## src/rtl/femto_pkg.sv

```systemverilog
// femto_pkg: shared types and constants for the femtoRV32 multi-cycle controller.
// The TRAP state is always part of the enum; it is only reachable when
// FEMTO_ILLEGAL_TRAP_EN is defined.
package femto_pkg;

    typedef enum logic [2:0] {
        S_IDLE   = 3'd0,
        S_FETCH  = 3'd1,
        S_DECODE = 3'd2,
        S_EXEC   = 3'd3,
        S_MEM    = 3'd4,
        S_WB     = 3'd5,
        S_TRAP   = 3'd6
    } state_e;

    typedef enum logic [2:0] {
        CLS_R       = 3'd0,
        CLS_IALU    = 3'd1,
        CLS_LOAD    = 3'd2,
        CLS_STORE   = 3'd3,
        CLS_BRANCH  = 3'd4,
        CLS_UNKNOWN = 3'd5
    } instr_class_e;

    // IR[6:2] major opcodes
    localparam logic [4:0] OPC_R      = 5'b01100;
    localparam logic [4:0] OPC_IALU   = 5'b00100;
    localparam logic [4:0] OPC_LOAD   = 5'b00000;
    localparam logic [4:0] OPC_STORE  = 5'b01000;
    localparam logic [4:0] OPC_BRANCH = 5'b11000;

    localparam logic [1:0] ALUOP_ADD   = 2'b00;
    localparam logic [1:0] ALUOP_SUB   = 2'b01;
    localparam logic [1:0] ALUOP_FUNCT = 2'b10;

endpackage

```

## src/rtl/multicycle_ctrl_opcode_class.sv

```systemverilog
// opcode_class: combinational IR[6:2] -> instruction class decode.
module opcode_class
    import femto_pkg::*;
(
    input  logic [4:0] opcode,
    output logic [2:0] instr_cls
);

    // Anything outside the five supported major opcodes is UNKNOWN
    always_comb begin
        instr_cls = CLS_UNKNOWN;
        case (opcode)
            OPC_R:      instr_cls = CLS_R;
            OPC_IALU:   instr_cls = CLS_IALU;
            OPC_LOAD:   instr_cls = CLS_LOAD;
            OPC_STORE:  instr_cls = CLS_STORE;
            OPC_BRANCH: instr_cls = CLS_BRANCH;
            default:    instr_cls = CLS_UNKNOWN;
        endcase
    end

endmodule

```

## src/rtl/multicycle_ctrl.sv

```systemverilog
// multicycle_ctrl: IDLE/FETCH/DECODE/EXEC/MEM/WB sequencer for femtoRV32 with a
// single shared memory port. Outputs are decoded from the registered state and
// opcode class; only the FETCH enables (mem_ready) and the EXEC branch PC write
// (branch_taken) are Mealy.
// Optional feature: define FEMTO_ILLEGAL_TRAP_EN to add the TRAP state and the
// illegal_instr output; otherwise unknown opcodes retire as NOPs.
module multicycle_ctrl
    import femto_pkg::*;
(
    input  logic       clk,
    input  logic       rst_n,
    input  logic [4:0] opcode,
    input  logic       branch_taken,
    input  logic       mem_ready,
    output logic       mem_req,
    output logic       mem_we,
    output logic       mem_addr_sel,
    output logic       ir_write,
    output logic       pc_write,
    output logic       pc_src,
    output logic       alu_src,
    output logic [1:0] alu_op,
    output logic       reg_write,
    output logic       mem_to_reg
`ifdef FEMTO_ILLEGAL_TRAP_EN
    ,
    output logic       illegal_instr
`endif
);

    state_e     state, state_nxt;
    logic [2:0] cls;

    opcode_class u_opcode_class (
        .opcode    (opcode),
        .instr_cls (cls)
    );

    // State register; reset drops straight to IDLE, abandoning any access
    always_ff @(posedge clk or negedge rst_n) begin
        if (!rst_n) state <= S_IDLE;
        else        state <= state_nxt;
    end

    // Next-state and control decode; every output defaults to 0
    always_comb begin
        state_nxt    = state;
        mem_req      = 1'b0;
        mem_we       = 1'b0;
        mem_addr_sel = 1'b0;
        ir_write     = 1'b0;
        pc_write     = 1'b0;
        pc_src       = 1'b0;
        alu_src      = 1'b0;
        alu_op       = ALUOP_ADD;
        reg_write    = 1'b0;
        mem_to_reg   = 1'b0;
`ifdef FEMTO_ILLEGAL_TRAP_EN
        illegal_instr = 1'b0;
`endif
        case (state)
            S_IDLE: state_nxt = S_FETCH;
            S_FETCH: begin
                mem_req = 1'b1;
                // IR and PC+4 load on the completing edge
                if (mem_ready) begin
                    ir_write  = 1'b1;
                    pc_write  = 1'b1;
                    state_nxt = S_DECODE;
                end
            end
            S_DECODE: begin
                if (cls == CLS_UNKNOWN) begin
`ifdef FEMTO_ILLEGAL_TRAP_EN
                    state_nxt = S_TRAP;
`else
                    state_nxt = S_FETCH;
`endif
                end else begin
                    state_nxt = S_EXEC;
                end
            end
            S_EXEC: begin
                case (cls)
                    CLS_R: begin
                        alu_op    = ALUOP_FUNCT;
                        state_nxt = S_WB;
                    end
                    CLS_IALU: begin
                        alu_src   = 1'b1;
                        alu_op    = ALUOP_FUNCT;
                        state_nxt = S_WB;
                    end
                    CLS_LOAD, CLS_STORE: begin
                        alu_src   = 1'b1;
                        alu_op    = ALUOP_ADD;
                        state_nxt = S_MEM;
                    end
                    CLS_BRANCH: begin
                        alu_op    = ALUOP_SUB;
                        pc_write  = branch_taken;
                        pc_src    = branch_taken;
                        state_nxt = S_FETCH;
                    end
                    default: state_nxt = S_FETCH;
                endcase
            end
            S_MEM: begin
                // ALU controls held so the effective address stays stable
                mem_req      = 1'b1;
                mem_addr_sel = 1'b1;
                mem_we       = (cls == CLS_STORE);
                alu_src      = 1'b1;
                alu_op       = ALUOP_ADD;
                if (mem_ready)
                    state_nxt = (cls == CLS_LOAD) ? S_WB : S_FETCH;
            end
            S_WB: begin
                reg_write  = 1'b1;
                mem_to_reg = (cls == CLS_LOAD);
                state_nxt  = S_FETCH;
            end
`ifdef FEMTO_ILLEGAL_TRAP_EN
            S_TRAP: illegal_instr = 1'b1;
`endif
            default: state_nxt = S_IDLE;
        endcase
    end

endmodule

```

## config.mk

```make
export PLATFORM = sky130hd
export DESIGN_NAME = multicycle_ctrl
export DESIGN_NICKNAME = d
export VERILOG_FILES = /design/src/rtl/femto_pkg.sv /design/src/rtl/multicycle_ctrl_opcode_class.sv /design/src/rtl/multicycle_ctrl.sv
export SDC_FILE = /design/constraint.sdc
export NUM_CORES = 1
export LEC_CHECK = 0
export ABC_AREA = 1
export CAP_MARGIN = 30
export CORE_AREA = 10 10 47 49
export CTS_CLUSTER_DIAMETER = 150
export DETAILED_ROUTE_END_ITERATION = 12
export DIE_AREA = 0 0 57 59
export GPL_ROUTABILITY_DRIVEN = 0
export PLACE_DENSITY_LB_ADDON = 0.12
export SLEW_MARGIN = 20
export SYNTH_ARGS = -nofsm -noshare
export SYNTH_HDL_FRONTEND = slang
export SYNTH_SLANG_ARGS = --single-unit
```

## constraint.sdc

```tcl
create_clock -name clk -period 1.5 [get_ports clk]
set_input_delay 0.3 -clock clk [delete_from_list [all_inputs] [get_ports clk]]
set_output_delay 0.3 -clock clk [all_outputs]
set_load 0.005 [all_outputs]
```

==> results of run 1 <==
==> what timing repair did <==
| action | in CTS | in global routing |
|---|---|---|
| setup endpoints to repair | 11 | 11 |
| gates resized for setup | 60 | 8 |
| buffers inserted | 6 | 3 |
| pin swaps | 8 | 6 |
==> per-stage QoR <==
stage | std cells | util
global route | 116 | 0.563
detailed placement | 103 | 0.467
floorplan | 51 | -
finish | 116 | 0.563
CTS | 113 | 0.531
global placement | 103 | 0.467
==> cell usage after synthesis, drive strengths merged <==
| master | instances |
|---|---|
| or2 | 2 |
| nor3 | 4 |
| a21oi | 2 |
| nor2 | 7 |
| nor4 | 1 |
| nand4 | 2 |
| inv | 10 |
| dfrtp | 3 |
| nand3 | 6 |
| o21ai | 5 |
| nand2 | 8 |
| nor3b | 1 |
==> logic make-up after synthesis <==
logic type	Yosys count	synth area share
buf+inv	10	0.119
compound gates	7	0.123
flops	3	0.237
simple gates	31	0.522
==> worst register-to-register path: cells and delay by family, from the launching register on <==
family / cells / cell delay, ns
flops: 1 / 0.42
compound gates: 1 / 0.09
buf+inv: 3 / 0.34
simple gates: 4 / 0.41
==> final timing paths <==
kind,cells past startpoint,end,from
setup / recovery,6,alu_src,state[0]
hold / removal,1,state[0],rst_n
setup reg to reg,8,state[0],state[1]
hold reg to reg,3,state[0],state[2]
max in group asynchronous,1,state[1],rst_n
min in group clk,3,state[0],state[2]
==> layer usage <==
layer,GRT usage,vias to the layer above
li1,-,266
met1,0.0717,216
met2,0.143,12
met3,0.0429,0
met4,0.0470,0
met5,0,-
==> final cells by class <==
type / count / area (um2)
clock buffer: 4 / 26.3
sequential: 3 / 76.3
timing repair buffer: 45 / 360
tap: 16 / 20.0
multi-input combinational: 38 / 268
fill: 147 / 613
inverter: 10 / 37.5
==> where the power goes <==
| part | internal (mW) | switching (mW) | total, mW |
|---|---|---|---|
| Combinational | 0.365 | 0.296 | 0.661 |
| Sequential | 0.113 | 0.0250 | 0.138 |
| Clock | 0.0994 | 0.0381 | 0.138 |
==> key figures, run 1 <==
Detailed routing
  • DR WL met2: 774 um
  • Top routing layer in use: met3
  • Final WL: 1420 um
  • Post-Route M1 WL: 560 um
  • Vias per inst: 4.26
  • DR DRC count: 0
  • Iteration-0 DRC count of the detailed router: 9
  • Wire per inst: 12.3 um
  • Routed vias: 494
  • Drt pass-1 iters: 4
  • Met3 wire len: 89 um
  • Antenna Nets Post-Route: 0

Synth
  • Top cell type by total area after synthesis: dfrtp_1
  • Synth Area per Inst: 6.21 um2
  • Synth area leaders: dfrtp_1, inv_1, nand2_1, nand3_1, nor2_1
  • Yosys warns: 0
  • Synth Net Count: 60
  • Flop and latch count out of synthesis: 3
  • Seq/Total Area, Yosys: 0.237
  • Synthesized cell area: 317 um2
  • Gate Count Post-Synth: 51
  • Netlist cell types: 19
  • Yosys top cell area share: 0.237

Floorplanning
  • Die X-Extent: 57 um
  • Core Region: 1400 um2
  • Initial Utilization: 0.226
  • Die Span Y: 59 um
  • Total die area: 3360 um2
  • # IOs: 20
  • FP Rows: 14

Setup path
  • Crit path largest cell delay: 0.35 ns
  • Crit path max-delay family: simple AND/OR/NAND/NOR gates
  • FF-to-FF setup slack: 0.12 ns
  • Startpoint Class: register
  • WP data required: 1.20 ns
  • CP max FO: 4
  • Worst Path Buf+Inv: 3
  • Most common cell on crit path: buf_6
  • Crit-path cells: buf_6 -> buf_6 -> nand3_4 -> or2_4 -> o21ai_2 -> buf_2
  • Crit-path slowest cell: dfrtp_1
  • WP data arrival: 1.37 ns
  • CP Capture Type: output pin
  • Critical path type: reg2out

Power
  • Static leakage: 0.411 nW
  • Pwr dens: 1190 nW/um2
  • Total power: 0.937 mW
  • Maximum vdd drop: 0.509 mV

Layout
  • Layout cell share with drive strength beyond 1: 0.560
  • Fin area: 788 um2
  • Commonest cells after routing, fill and taps aside: buf_4, nand2_1, inv_1, buf_2, buf_6
  • Max FFs per register: 3
  • Biggest regs: state (3)
  • Largest Register: state
  • # nets final: 110
  • Synth-to-layout area growth: 149%
  • Ant. Diodes: 0
  • Commonest non-fill, non-tap cell in the layout: buf_4

GRT
  • Global-route wire length before repair: 2150 um
  • Number of global-route vias before repair: 527
  • Gr usage total: 0.0806
  • Total global routing overflow: 0
  • Largest net degree at the start of global routing: 6
  • Initial antenna violation count: 0

Timing
  • Final Cycle Share: 1.11
  • TNS Setup: -0.798 ns
  • Worst-Margin Slew: 0.250 ns
  • Hold slack: 0.250 ns
  • Final setup viols: 8
  • Clk_skew: 0.00284 ns
  • Final Hold Viols: 0
  • Highest Clock Rate: 599 MHz
  • RSZ-0062 raised after global routing: yes
  • Post-layout min period: 1.67 ns
  • Final Slew Violations: 0
  • Final WS setup: -0.171 ns
  • Relative slew slack: 0.833

CTS
  • CTS Hold Bufs: 0
  • Clock slew at reported path FFs: 0.04 ns
  • Maximum clock path buffer count: 2
  • Root buf cell: clkbuf_4
  • Worst-Skew Late Latency: 0.23 ns
  • CTS tree: done
  • CTS H-Tree Depth: 1
  • CTS Buf Count: 3
  • # clock sinks: 3

Place
  • Placed Instance Area: 654 um2
  • PortBufs: 19
  • DPL Wire Length: 989 um
  • Pre-CTS WS: -0.736 ns

Worst hold path
  • Hold WC Path Type: in2async

Status
  • Status: finished, violations left
  • Failing checks: setup timing

Job
  • Maxcap violations: 0
Note: power is estimated with default switching activity, not from simulation.
==> run 2, diff against run 1 <==
--- a/config.mk
+++ b/config.mk
@@ -8,7 +8,7 @@
 export ABC_AREA = 1
 export CAP_MARGIN = 30
 export CORE_AREA = 10 10 47 49
-export CTS_CLUSTER_DIAMETER = 150
+export CTS_CLUSTER_DIAMETER = 40
 export DETAILED_ROUTE_END_ITERATION = 12
 export DIE_AREA = 0 0 57 59
 export GPL_ROUTABILITY_DRIVEN = 0
==> results of run 2 <==
Same layout as run 1: the final DEF is identical, and so are final timing and power.
